$ cat src/rtl/coded_mac_pkg.sv
// Shared types and helpers for the coded multiply-accumulate datapath.
package coded_mac_pkg;

    typedef enum logic [1:0] {
        ACC   = 2'd0,
        DRAIN = 2'd1,
        HOLD  = 2'd2
    } state_t;

    localparam int SAT_W = 64;

    function automatic int calc_idx_w(input int num_words);
        return (num_words > 1) ? $clog2(num_words) : 1;
    endfunction

    // Coefficient width includes a sign bit so the multiply can stay fully signed.
    function automatic int calc_cw(input int num_words, input int coef_base);
        return $clog2(num_words + coef_base) + 1;
    endfunction

    function automatic logic signed [SAT_W-1:0] sat_add(
        input logic signed [SAT_W-1:0] acc,
        input logic signed [SAT_W-1:0] prod,
        input int                      acc_w
    );
        logic signed [SAT_W-1:0] max_v;
        logic signed [SAT_W-1:0] min_v;
        logic signed [SAT_W-1:0] sum;
        max_v = (64'sd1 <<< (acc_w - 1)) - 64'sd1;
        min_v = -(64'sd1 <<< (acc_w - 1));
        sum   = acc + prod;
        if (sum > max_v) begin
            sum = max_v;
        end else if (sum < min_v) begin
            sum = min_v;
        end
        return sum;
    endfunction

    function automatic logic sat_hit(
        input logic signed [SAT_W-1:0] acc,
        input logic signed [SAT_W-1:0] prod,
        input int                      acc_w
    );
        logic signed [SAT_W-1:0] sum;
        sum = acc + prod;
        return (sum > ((64'sd1 <<< (acc_w - 1)) - 64'sd1)) || (sum < -(64'sd1 <<< (acc_w - 1)));
    endfunction

endpackage

$ cat src/rtl/coded_mac_lane.sv
// One lane: registered coded product, then saturating accumulate with sticky overflow.
module coded_mac_lane
    import coded_mac_pkg::*;
#(
    parameter int LANE_W = 16,
    parameter int CW     = 5,
    parameter int ACC_W  = 22
) (
    input  logic              clk,
    input  logic              rstn,
    input  logic              i_accept,
    input  logic              i_bad,
    input  logic              i_drain,
    input  logic [LANE_W-1:0] i_lane,
    input  logic [CW-1:0]     i_coef,
    output logic [ACC_W-1:0]  o_acc_final,
    output logic              o_ovf_final
);

    localparam int PROD_W = LANE_W + CW;

    logic signed [PROD_W-1:0] r_prod;
    logic                     r_prod_vld;
    logic signed [ACC_W-1:0]  r_acc;
    logic                     r_ovf_acc;

    logic signed [PROD_W-1:0] w_prod;
    logic signed [ACC_W-1:0]  w_acc_next;
    logic                     w_ovf_next;

    always_comb begin
        w_prod = '0;
        if (!i_bad) begin
            w_prod = PROD_W'(signed'(i_lane)) * signed'(PROD_W'(i_coef));
        end
    end

    always_comb begin
        w_acc_next = r_acc;
        w_ovf_next = r_ovf_acc;
        if (r_prod_vld) begin
            w_acc_next = ACC_W'(sat_add(SAT_W'(r_acc), SAT_W'(r_prod), ACC_W));
            w_ovf_next = r_ovf_acc | sat_hit(SAT_W'(r_acc), SAT_W'(r_prod), ACC_W);
        end
    end

    always_ff @(posedge clk or negedge rstn) begin
        if (!rstn) begin
            r_prod     <= '0;
            r_prod_vld <= 1'b0;
            r_acc      <= '0;
            r_ovf_acc  <= 1'b0;
        end else begin
            r_prod_vld <= i_accept;
            if (i_accept) begin
                r_prod <= w_prod;
            end
            // The drain cycle hands the final sum to the top and restarts the frame.
            if (i_drain) begin
                r_acc     <= '0;
                r_ovf_acc <= 1'b0;
            end else begin
                r_acc     <= w_acc_next;
                r_ovf_acc <= w_ovf_next;
            end
        end
    end

    assign o_acc_final = w_acc_next;
    assign o_ovf_final = w_ovf_next;

endmodule

$ cat src/rtl/coded_mac_accum.sv
// Multi-lane coded MAC: beat handshake, word select, per-lane accumulate, held result.
//   state | meaning
//   ACC   | accepting beats, accumulating products
//   DRAIN | last product in flight, result loads at end of this cycle
//   HOLD  | result valid, waiting for out_ready
module coded_mac_accum
    import coded_mac_pkg::*;
#(
    parameter int NUM_WORDS = 8,
    parameter int LANES     = 2,
    parameter int LANE_W    = 16,
    parameter int ACC_W     = 22,
    parameter int COEF_BASE = 1,
    localparam int IDX_W    = calc_idx_w(NUM_WORDS),
    localparam int CW       = calc_cw(NUM_WORDS, COEF_BASE)
) (
    input  logic                            clk,
    input  logic                            rstn,
    input  logic                            in_valid,
    output logic                            in_ready,
    input  logic                            in_last,
    input  logic [IDX_W-1:0]                index,
    input  logic [NUM_WORDS*LANES*LANE_W-1:0] data,
    output logic                            out_valid,
    input  logic                            out_ready,
    output logic [LANES*ACC_W-1:0]          res,
    output logic [LANES-1:0]                ovf,
    output logic                            idx_err
);

    state_t                   r_state;
    state_t                   w_state_next;
    logic                     r_rst_done;
    logic                     r_idx_err_acc;
    logic [LANES*ACC_W-1:0]   r_res;
    logic [LANES-1:0]         r_ovf;
    logic                     r_idx_err;

    logic                     w_accept;
    logic                     w_drain;
    logic                     w_idx_ok;
    logic [IDX_W-1:0]         w_sel;
    logic [CW-1:0]            w_coef;
    logic [LANES*ACC_W-1:0]   w_acc_final;
    logic [LANES-1:0]         w_ovf_final;

    assign in_ready  = (r_state == ACC) && r_rst_done;
    assign out_valid = (r_state == HOLD);
    assign w_accept  = in_valid && in_ready;
    assign w_drain   = (r_state == DRAIN);

    // Out-of-range indices select word 0 only to keep the mux in range; the product is zeroed.
    assign w_idx_ok = (int'(index) < NUM_WORDS);
    assign w_sel    = w_idx_ok ? index : '0;
    assign w_coef   = CW'(w_sel) + CW'(COEF_BASE);

    always_comb begin
        w_state_next = r_state;
        case (r_state)
            ACC:     if (w_accept && in_last) w_state_next = DRAIN;
            DRAIN:   w_state_next = HOLD;
            HOLD:    if (out_ready) w_state_next = ACC;
            default: w_state_next = ACC;
        endcase
    end

    always_ff @(posedge clk or negedge rstn) begin
        if (!rstn) begin
            r_state    <= ACC;
            r_rst_done <= 1'b0;
        end else begin
            r_state    <= w_state_next;
            r_rst_done <= 1'b1;
        end
    end

    for (genvar k = 0; k < LANES; k++) begin : g_lane
        logic [LANE_W-1:0] w_lane;
        assign w_lane = data[(int'(w_sel) * LANES + k) * LANE_W +: LANE_W];

        coded_mac_lane #(
            .LANE_W (LANE_W),
            .CW     (CW),
            .ACC_W  (ACC_W)
        ) u_lane (
            .clk         (clk),
            .rstn        (rstn),
            .i_accept    (w_accept),
            .i_bad       (!w_idx_ok),
            .i_drain     (w_drain),
            .i_lane      (w_lane),
            .i_coef      (w_coef),
            .o_acc_final (w_acc_final[k*ACC_W +: ACC_W]),
            .o_ovf_final (w_ovf_final[k])
        );
    end

    always_ff @(posedge clk or negedge rstn) begin
        if (!rstn) begin
            r_idx_err_acc <= 1'b0;
            r_res         <= '0;
            r_ovf         <= '0;
            r_idx_err     <= 1'b0;
        end else begin
            if (w_drain) begin
                r_idx_err_acc <= 1'b0;
                r_res         <= w_acc_final;
                r_ovf         <= w_ovf_final;
                r_idx_err     <= r_idx_err_acc;
            end else if (w_accept && !w_idx_ok) begin
                r_idx_err_acc <= 1'b1;
            end
        end
    end

    assign res     = r_res;
    assign ovf     = r_ovf;
    assign idx_err = r_idx_err;

endmodule

$ cat config.mk
export PLATFORM = sky130hd
export DESIGN_NAME = coded_mac_accum
export DESIGN_NICKNAME = d
export VERILOG_FILES = /design/src/rtl/coded_mac_pkg.sv /design/src/rtl/coded_mac_lane.sv /design/src/rtl/coded_mac_accum.sv
export SDC_FILE = /design/constraint.sdc
export NUM_CORES = 1
export LEC_CHECK = 0
export BUFFER_PORTS_ARGS = -buffer_cell sky130_fd_sc_hd__clkbuf_2
export CAP_MARGIN = 20
export CORE_UTILIZATION = 62
export CTS_BUF_LIST = sky130_fd_sc_hd__clkbuf_16
export DETAILED_ROUTE_END_ITERATION = 10
export PLACE_DENSITY = 0.87
export SLEW_MARGIN = 20
export SYNTH_ARGS = -nofsm -noshare
export SYNTH_HDL_FRONTEND = slang
export SYNTH_HIERARCHICAL = 1
export SYNTH_SLANG_ARGS = --single-unit
$ cat constraint.sdc
create_clock -name clk -period 8.45 [get_ports clk]
set_input_delay 1.69 -clock clk [delete_from_list [all_inputs] [get_ports clk]]
set_output_delay 1.69 -clock clk [all_outputs]
set_load 0.005 [all_outputs]
* Yosys cells after proc, flatten, opt, wreduce, memory -nomap -nowiden
Cells that the tools add are included.
** Cells by class
- Add/sub/neg operators :: 4
- Multipliers :: 2
- Magnitude comparators :: 4
- Equal/unequal tests :: 4
- Shifts and indexed selects :: 2
- Mux-type cells :: 15
- Bitwise operators :: 2
- Reduce and logical (&&, ||, !) cells :: 7
** Operators with widths (count)
- $shiftx 256x10->16 :: 1
- $shiftx 256x9->16 :: 1
- $mux 22 :: 8
- $add 22x21->23 :: 2
- $gt 23x22->1 const B :: 2
- $lt 23x22->1 const B :: 2
- $mul 16x5->21 :: 2
- $pmux 2 s3 :: 1
- $add 4x1->5 const B :: 1
- $add 3x1->4 const B :: 1
- $mux 1 :: 4
- $mux 2 :: 2
- $ne 2x1->1 const B :: 2
- $logic_and 1x1->1 :: 3
- $eq 2x1->1 const B :: 1
- $eq 2x2->1 const B :: 1
- $logic_not 2->1 :: 1
- $logic_or 1x1->1 :: 2
- $or 1x1->1 :: 2
- $reduce_and 2->1 :: 1
** Word-level totals
- Register bits after elaboration :: 138
- Word-level logic and storage cells :: 51

* Depth between registers and ports, before layout
Gate-level depths: netlist (run 1).
- Depth after elaboration :: 6
- Mapped depth :: 20
- Gate-level depth less buffers :: 18

* Hierarchy
The synthesis (run 1) kept the hierarchy.
** Modules (own cells, without submodules)
- coded_mac_lane at g_lane[1].u_lane :: instances 1, cells an instance 670, area each 6022.0 µm², sequential area each 1126.1 µm²
- coded_mac_lane at g_lane[0].u_lane :: instances 1, cells an instance 654, area each 5806.8 µm², sequential area each 1126.1 µm²
- coded_mac_accum :: instances 1, cells an instance 228, area each 3788.6 µm², sequential area each 1226.2 µm²

* Worst setup path before layout (run 1)
No wires, ideal clock.
- Path kind :: input port to flip-flop
- From :: input port index[2]
- To :: register g_lane[0].u_lane.r_prod[19]
- Setup time :: 0.121 ns
- Arrival time :: 6.561 ns
- Data required time :: 8.329 ns
- Slack :: 1.768 ns
- Stages :: 20
- Path buffers :: 2
- Cell sequence :: clkbuf_1 buf_2 mux4_2 mux2_2 and2_1 fa_1 inv_1 fa_1 fa_1 inv_1 ha_1 nor2b_1 o21ai_1 a21oi_1 or4_1 a211oi_1 nor2_1 a41oi_1 xnor2_1 a22o_1
** Between the ends
- Word-level cells in the longest chain between the ends :: 2
- Elaborated cells between the ends (all ways) :: 3
- Those cells by class :: add/sub: 1; mul: 1; shift: 1
** Ends and longest elaborated chain
- from (decl) :: line coded_mac_accum.sv:22 : input logic [IDX_W-1:0] index,
- $shiftx 256x9->16 :: line coded_mac_accum.sv:79 : assign w_lane = data[(int'(w_sel) * LANES + k) * LANE_W +: LANE_W];
- net g_lane[0].w_lane[3] :: line coded_mac_accum.sv:78 : logic [LANE_W-1:0] w_lane;
- $mul 16x5->21 :: line coded_mac_lane.sv:34 : w_prod = PROD_W'(signed'(i_lane)) * signed'(PROD_W'(i_coef));
- to (signal assigned) :: line coded_mac_lane.sv:56 : r_prod <= w_prod;
- to (decl) :: line coded_mac_lane.sv:22 : logic signed [PROD_W-1:0] r_prod;
The timed path passes the listed nets, and every way through them passes these cells.
A chain may end at the register's enable or synchronous reset.

* Worst setup path in the final report (run 1)
- From :: input port index[0]
- To :: register g_lane[0].u_lane.r_prod[19]
The elaborated chain is that of the path after synthesis.

==> out/results.ini, run 1 <==
[outcome]
outcome = completed

[cts]
cts_hold_buffers = 0
cts_tree = yes
clock-sinks = 139
cts_resized = 0
clk_latency_ps = 420
cts_buffer_depth = 2
cts_setup_buffers = 0
clk_pin_slew_ps = 70
htree_levels = 4
cts-root-buf = clkbuf_16
numCtsBuffers = 17

[global_route]
grt_overflow_total = 0
antenna_found_initial = 3
grt_use_total = 0.352
grt_pass1_wl_mm = 71.2
grt_pass1_vias = 13300
grt_max_degree = 80

[route]
via_per_inst = 5.94
num_vias = 13100
drc = 0
drtIter0Drc = 998
drt_wl_total_mm = 44.3
ant_nets = 0
post_drt_wl_per_cell_um = 20.1
drtPass1Iterations = 5

[setup_path]
reg2reg_depth = 11
cp_common_cell = fa_1
crit_fanout = 22
cp_cell_sequence = buf_4 -> buf_4 -> mux4_2 -> mux2_2 -> and2_1 -> fa_1 -> inv_1 -> fa_1 -> inv_1 -> fa_1 -> ha_1 -> o21ai_1 -> a21oi_1 -> or4_1 -> a211oi_1 -> nor2_1 -> a41oi_1 -> xnor2_1 -> a22o_1
slowest_delay_ps = 540
cp.arrival_ps = 7100
cp-start-kind = primary input
cp_slowest_cell = mux4_2
end_kind = flip-flop
path_class = in -> reg
cp_data_required_time_ps = 8760

[die]
start_util = 0.637
dieArea_sq_mm = 0.0258
die_w_um = 161
die_h_um = 161
fp-row-count = 57
core_sq_mm = 0.0245
ios = 313

[cells_and_area]
area_delta_synth_final_pct = 15.9
drive_above_1_share = 0.303
utilization = 0.738
regArea_sq_mm = 0.00348
multiInputGateArea_sq_mm = 0.0113
fillCellCount = 1769
nets = 2344

[sta]
finalCriticalPeriod_ps = 6780
fin_tns_setup_ps = 0
hold_viol_final = 0
drv_slew = 0
final-setup-viol-count = 0
rsz0062_at_grt = no
max_slew_margin = 0.270
fmax_mhz = 147
tightest_slew_ps = 1090
finClkSkew_ps = 10.3
finalCritPeriodShare = 0.803

[power_and_ir_drop]
seqPwrFrac = 0.205
cellPowerDensity_mw_per_mm2 = 318
p_clk_frac = 0.139
pwr-share-comb = 0.655
peakVddDrop_mv = 0.199
swShare = 0.464
p_leak_nw = 8.93
p_switching_w = 0.00267
internal_power_w = 0.00308

[placement]
dp_hpwl_mm = 36.0
globalplace.congestion = 1.02
portBuffers = 311

[logic_synthesis]
yosysTopAreaCell = dfrtp_1
synth_cell_types = 91
ys.flop_type = dfrtp_1
synth.avg_cell_area_sq_um = 10.1
syn-cell-area_sq_mm = 0.0156
yosysTopAreaCellShare = 0.223
synth_edf_count = 0
async_reset_ff_frac = 1.00
synth_seq_cells = 139
ys_seq_area_frac = 0.223
yosysWarnings = 6
syn_inst = 1552
synthTopCellsByArea = dfrtp_1, fa_1, ha_1

[hold_path]
worstHoldPathCells = 2
hold_class = reg -> reg

[job]
maxCapViolations = 0

[worst max-delay path, delay by kind of cell]
family          cells  cell delay, ps
mux                 2             870
buf+inv             4             850
fa+ha+maj           4            1790
xor+xnor            1              80
simple gates        3             770
compound gates      5            1020
[power by group through the flow]
stage                     Clock [W]  Combinational (W)  Sequential [W]
after floorplan                   0            0.00284         0.00111
after global placement            0            0.00352         0.00117
after detailed placement          0            0.00366         0.00118
after CTS                  0.000811            0.00372         0.00118
after global routing       0.000836            0.00416         0.00121
final                      0.000803            0.00377         0.00118
[registers in the layout, summed over array words and instances (netlist names)]
name	cells
g_lane.u_lane/r_prod_vld	2
g_lane.u_lane/r_prod	42
res	44
g_lane.u_lane/r_acc	44
r_state	2
r_rst_done	1
ovf	2
g_lane.u_lane/r_ovf_acc	2
[layout by cell type (no fill, tap or decap), drive strengths merged, types with 64 or more instances in the layout]
master / netlist / layout
dfrtp: 139 / 139
nor2: 77 / 77
mux4: 64 / 64
inv: 154 / 156
clkbuf: 36 / 326
a21oi: 76 / 76
mux2: 80 / 80
fa: 98 / 98
nand2: 98 / 98
and2: 138 / 138
ha: 121 / 121
[final timing paths]
path,from,to,slack [ps]
max,index[0],g_lane[0].u_lane/r_prod[19],1670
min reg2reg,g_lane[1].u_lane/r_prod[6],g_lane[1].u_lane/r_prod[6],500
min in group asynchronous,rstn,res[39],1200
max in group asynchronous,rstn,g_lane[0].u_lane/r_acc[8],5890
max reg2reg,g_lane[0].u_lane/r_prod[4],res[20],4630
min,g_lane[1].u_lane/r_prod[6],g_lane[1].u_lane/r_prod[6],500
[per-layer routing]
metal  track usage  part of all wire  vias to the layer above
met4         0.112             0.025                        2
li1              -                 -                     6054
met5             0           0.00029                        -
met1         0.479              0.42                     6383
met3        0.0343             0.059                       72
met2         0.594              0.49                      544
[area by class of cell]
type,instances,area share
Clock buffer,17,0.0235
Tap cell,324,0.0224
Sequential cell,139,0.192
Clock inverter,14,0.0108
Multi-Input combinational cell,1223,0.626
Antenna cell,2,0.000276
Timing Repair Buffer,323,0.0921
Inverter,157,0.0326
[cell families (layout without fill, tap and decap cells)]
family	count (synthesis)	in the layout	synth area share
AND/OR/NAND/NOR	449	449	0.158
AO/OA/AOI/OAI	308	308	0.145
adder cells (fa/ha/maj)	221	221	0.224
buffers and inverters	220	511	0.0605
multiplexers	146	146	0.152
flip-flops	139	139	0.223
XOR/XNOR	67	67	0.0376
other	2	34	0.000481
[metrics by stage]
| step | instance area (sq um) | power [W] | setup slack, ps | cells | hold WS, ps |
|---|---|---|---|---|---|
| floorplan | 15700 | 0.00395 | 1770 | 1582 | 456 |
| global placement | 17500 | 0.00469 | 1350 | 2166 | 466 |
| detailed placement | 17500 | 0.00484 | 1220 | 2166 | 486 |
| CTS | 18100 | 0.00571 | 1660 | 2197 | 504 |
| global route | 18100 | 0.00620 | 1330 | 2199 | 513 |
| finish | 18100 | 0.00576 | 1670 | 2199 | 503 |
[synth_stat cells, types with 34 or more instances]
| cell type | n |
|---|---|
| and2_1 | 136 |
| nand2_1 | 98 |
| o21ai_0 | 44 |
| mux4_2 | 61 |
| clkbuf_1 | 34 |
| dfrtp_1 | 139 |
| mux2_2 | 80 |
| a21oi_1 | 71 |
| nor2_1 | 75 |
| xnor2_1 | 44 |
| inv_1 | 154 |
| ha_1 | 121 |
| fa_1 | 98 |
No activity file was read; power rests on OpenSTA's default activity.
==> run 2, diff against run 1 <==
Settings changed: ABC_AREA from default to 1, CORE_UTILIZATION 62 to 53, PLACE_DENSITY 0.87 to 0.78.
Clock period 8.45 ns to 5.5 ns, I/O delays scaled along.
==> run 2 against run 1 <==
  * Register-to-register slack lost 2200 ps
  * Routed wire length grew 14%
  * Worst setup slack lost 1300 ps
  * Clock skew shrank 0.99 ps
  * First-iteration DRC count grew 1.5%
  * Via count grew 40%
  * Critical path type unchanged
  * Highest routed layer is now met4
==> out/results.ini, run 2 <==
[power_and_ir_drop]
cellPowerDensity_mw_per_mm2 = 424
peakVddDrop_mv = 0.426
p_leak_nw = 13.8

[route]
num_vias = 18200
drc = 0
drtPass1Iterations = 5
ant_nets = 0
post_drt_wl_per_cell_um = 13.7
via_per_inst = 4.96
drtIter0Drc = 1013
drt_wl_total_mm = 50.3

[die]
core_sq_mm = 0.0328
fp-row-count = 66
start_util = 0.543
dieArea_sq_mm = 0.0343
die_h_um = 185
ios = 313
die_w_um = 185

[cells_and_area]
drive_above_1_share = 0.140
area_delta_synth_final_pct = 14.7
fillCellCount = 3215
instances_no_fill = 3671
final_common_cell = nand2_1
utilization = 0.622
nets = 3700
mostFrequentLayoutCells = nand2_1, inv_1, clkbuf_2

[sta]
layout_setup_ws_ps = 321
hold_viol_final = 0
finClkSkew_ps = 9.28
drv_slew = 0
final-setup-viol-count = 0
max_slew_margin = 0.362
rsz0062_at_grt = no
finalCritPeriodShare = 0.942
fmax_mhz = 193
finalCriticalPeriod_ps = 5180
tightest_slew_ps = 955

[setup_path]
r2r_start = g_lane[0].u_lane/r_acc[13]
cp.arrival_ps = 5500
cp-start-kind = primary input
reg2reg_depth = 14
worstSetupStartpoint = index[0]
end_kind = flip-flop
r2r_end = res[0]
path_class = in -> reg
r2r_slack_ps = 2400
crit_fanout = 72
cp_data_required_time_ps = 5820

[logic_synthesis]
synth.avg_cell_area_sq_um = 6.04
synthTopCellsByCount = nand2_1, inv_1, nand3_1
synth_edf_count = 0
syn_inst = 2945
yosysWarnings = 6
synth_cell_types = 43
ys.flop_type = dfrtp_1
yosysTopAreaCell = nand2_1
yosysTopAreaCellShare = 0.254
async_reset_ff_frac = 1.00
ys_seq_area_frac = 0.196
syn-cell-area_sq_mm = 0.0178
synth_most_common_cell = nand2_1
synthTopCellsByArea = nand2_1, dfrtp_1, inv_1
synth_seq_cells = 139

[cts]
clock-sinks = 139
clk_pin_slew_ps = 60
cts_buffer_depth = 2
cts_hold_buffers = 0
clk_latency_ps = 430
cts_resized = 0
cts_tree = yes
numCtsBuffers = 17
cts_setup_buffers = 0
htree_levels = 4
cts-root-buf = clkbuf_16

[global_route]
grt_max_degree = 108
grt_use_total = 0.302
grt_pass1_wl_mm = 83.2
grt_overflow_total = 0
grt_pass1_vias = 17600
antenna_found_initial = 1

[job]
maxCapViolations = 0

[placement]
portBuffers = 311
pre_cts_slack_ps = -70.8
place_inst = 3640
dp_hpwl_mm = 41.6
globalplace.congestion = 0.981

[hold_path]
hold_class = reg -> reg
worstHoldStart = res[34]
hold_end = res[34]
worstHoldPathCells = 2

[outcome]
outcome = completed

==> run 2: changes by cell type after synthesis, moves of 61 or more <==
| cell | previous run | this run |
|---|---|---|
| inv_1 | 154 | 655 |
| nand3_1 | 17 | 179 |
| mux2_2 | 80 | 0 |
| and2_1 | 136 | 5 |
| nand2_1 | 98 | 1202 |
| mux4_2 | 61 | 0 |
==> run 2: layout make-up <==
type                            instances  area (sq um)  share of cell area
Tap cell                              442           553              0.0271
Timing Repair Buffer                  352          1990              0.0973
Multi-Input combinational cell       2046         11300               0.556
Clock buffer                           17           425              0.0208
Inverter                              661          2480               0.122
Clock inverter                         13           129             0.00632
Antenna cell                            1          2.50            0.000123
Sequential cell                       139          3480               0.170
==> run 2: power breakdown <==
part | internal (W) | switching [W]
Clock | 0.000656 | 0.000441
Combinational | 0.00213 | 0.00357
Sequential | 0.00149 | 0.000365
Total | 0.00428 | 0.00438
==> run 2: routing by layer <==
layer,global-route usage,routed length [um],vias up
met2,0.516,23300,608
met1,0.390,22800,8266
met4,0.115,1770,0
met5,0,0,-
met3,0.0348,2430,104
li1,-,-,9243
==> run 2: worst max-delay path by stage <==
stage,to,slack [ps]
after floorplan,g_lane[0].u_lane/r_prod[13],420
after global placement,g_lane[1].u_lane/r_prod[20],6
after detailed placement,g_lane[1].u_lane/r_prod[20],-70
after CTS,g_lane[1].u_lane/r_prod[20],390
after global routing,g_lane[0].u_lane/r_prod[16],60
final,g_lane[1].u_lane/r_prod[20],320
==> run 2: kinds of logic after synthesis <==
logic type               count (synthesis)  synth area share
buffers and inverters                  765             0.168
other                                    2          0.000422
AO/OA/AOI/OAI                          181            0.0579
XOR/XNOR                                36            0.0177
flip-flops                             139             0.196
adder cells (fa/ha/maj)                219             0.195
AND/OR/NAND/NOR                       1603             0.365
==> run 2: critical path, stage by stage <==
cell and delay (ps):
buf_4 130, buf_12 280, buf_12 220, nand2_1 80, nand3_1 80, nand2_1 50, nand2_1 50, nand2_1 160
nand2_1 100, inv_1 100, fa_1 620, fa_1 530, inv_1 50, fa_1 480, inv_1 40, ha_1 330
nand2_1 90, inv_1 90, nand3_1 100, nor3_1 310, nand4_1 160, nand3_1 130, nand2_1 60, nand3_1 80
nand2_1 50
==> run 2: per-stage QoR <==
step	power (W)	hold slack, ps	TNS [ps]	cell area (sq um)
after global routing	0.00962	499	0	20400
after CTS	0.00863	482	0	20400
after detailed placement	0.00748	466	-70.8	19900
after floorplan	0.00604	455	0	17800
final	0.00866	477	0	20400
after global placement	0.00736	462	0	19900
==> run 3, diff against run 2 <==
Settings changed: CAP_MARGIN 20 to default, MAX_ROUTING_LAYER from default to met4.
==> run 3 against run 2 <==
  * Sequential share of layout area is 0.19 points lower
  * Critical path depth is 1 higher
  * Flip-flop and latch count stayed put
  * Sequential power hardly changed
  * Largest cell class unchanged
  * Highest routed layer unchanged
==> out/results.ini, run 3 (synthesis gave the netlist of run 2 again) <==
[outcome]
outcome = completed

[sta]
fin_tns_setup_ps = 0
final-setup-viol-count = 0
tightest_slew_ps = 1140
fmax_mhz = 193
rsz0062_at_grt = no
max_slew_margin = 0.237
finClkSkew_ps = 9.10
hold_viol_final = 0
finalCritPeriodShare = 0.941
finalCriticalPeriod_ps = 5180
drv_slew = 0

[setup_path]
end_kind = flip-flop
cp_num_buf_inv = 8
slowest_delay_ps = 620
cp-start-kind = primary input
crit_fanout = 28
cpLargestDelayFamily = adder cells
cp_slowest_cell = fa_1
path_class = in -> reg
cp_common_cell = nand2_1
cp.arrival_ps = 5490
cp_data_required_time_ps = 5820

[route]
post_drt_wl_per_cell_um = 14.3
drt_wl_total_mm = 52.9
drtPass1Iterations = 5
drtIter0Drc = 935
drc = 0
via_per_inst = 4.95
num_vias = 18300
ant_nets = 0

[cts]
cts_buffer_depth = 2
cts_hold_buffers = 0
cts_setup_buffers = 0
numCtsBuffers = 17
clk_pin_slew_ps = 60
clk_latency_ps = 430
htree_levels = 4
cts_tree = yes
cts-root-buf = clkbuf_16
clock-sinks = 139

[global_route]
grt_pass1_wl_mm = 86.9
grt_use_total = 0.327
grt_max_degree = 93
antenna_found_initial = 4
grt_pass1_vias = 18000
grt_overflow_total = 0

[power_and_ir_drop]
internal_power_w = 0.00436
cellPowerDensity_mw_per_mm2 = 427
p_clk_frac = 0.137
swShare = 0.506
p_switching_w = 0.00446
p_leak_nw = 13.9
peakVddDrop_mv = 0.358
pwr-share-comb = 0.653
power_w = 0.00882
seqPwrFrac = 0.210

[placement]
portBuffers = 311
globalplace.congestion = 0.988
dp_hpwl_mm = 43.4

[die]
core_sq_mm = 0.0328
ios = 313
die_h_um = 185
start_util = 0.543
die_w_um = 185
fp-row-count = 66
dieArea_sq_mm = 0.0343

[cells_and_area]
area_delta_synth_final_pct = 16.0
utilization = 0.629
drive_above_1_share = 0.145
fillCellCount = 3248
final_common_cell = nand2_1
regArea_sq_mm = 0.00348
nets = 3715
multiInputGateArea_sq_mm = 0.0114
mostFrequentLayoutCells = nand2_1, inv_1, clkbuf_2

[job]
maxCapViolations = 0

[hold_path]
hold_class = reg -> reg

[run 3: routing by layer]
layer,share of wire,track usage
met2,0.49,0.563
met4,0.030,0.117
met3,0.037,0.0265
met1,0.45,0.402
met5,0,-
[run 3: worst min-delay path: cells and delay by family, from the launching register on]
family	cells	cell delay, ps
flip-flops	1	340
AND/OR/NAND/NOR	2	100
[run 3: final timing paths]
check                                                  from                     endpoint  slack [ps]  depth (start not counted)
worst max-delay path                               index[0]  g_lane[1].u_lane/r_prod[20]         320                         26
worst min-delay path                                res[18]                      res[18]         480                          2
worst max register to register  g_lane[0].u_lane/r_prod[20]                       res[7]        2240                         13
worst min register to register                      res[18]                      res[18]         480                          2
max in group asynchronous                              rstn  g_lane[0].u_lane/r_prod[11]        3610                          2
min in group asynchronous                              rstn                      res[41]         740                          1
[run 3: per-stage QoR]
stage | setup slack [ps] | hold slack, ps | instance area (sq um) | instances
after floorplan | 422 | 455 | 17800 | 2950
after global placement | -120 | 460 | 20000 | 3655
after detailed placement | -88.7 | 465 | 20000 | 3655
after CTS | 342 | 483 | 20600 | 3687
after global routing | 9.48 | 501 | 20600 | 3691
final | 325 | 479 | 20600 | 3691
[run 3: area by class of cell]
type                       instances  area share
antenna                            4    0.000485
tap                              442      0.0268
clock inverter                    15     0.00904
sequential                       139       0.169
clock buffer                      17      0.0206
timing repair buffer             367       0.104
multi-input combinational       2046       0.551
inverter                         661       0.120
[run 3: power groups by stage]
| stage | Clock, W | Combinational [W] | Sequential, W |
|---|---|---|---|
| 2_1_floorplan | 0 | 0.00432 | 0.00172 |
| 3_3_place_gp | 0 | 0.00558 | 0.00184 |
| 3_5_place_dp | 0 | 0.00568 | 0.00185 |
| 4_1_cts | 0.00123 | 0.00574 | 0.00184 |
| 5_1_grt | 0.00127 | 0.00661 | 0.00190 |
| 6_report | 0.00121 | 0.00576 | 0.00185 |
[run 3: repair_timing]
action	CTS	global route
endpoints found under the hold margin	0	0
setup endpoints to repair	0	1
gates resized for setup	0	1
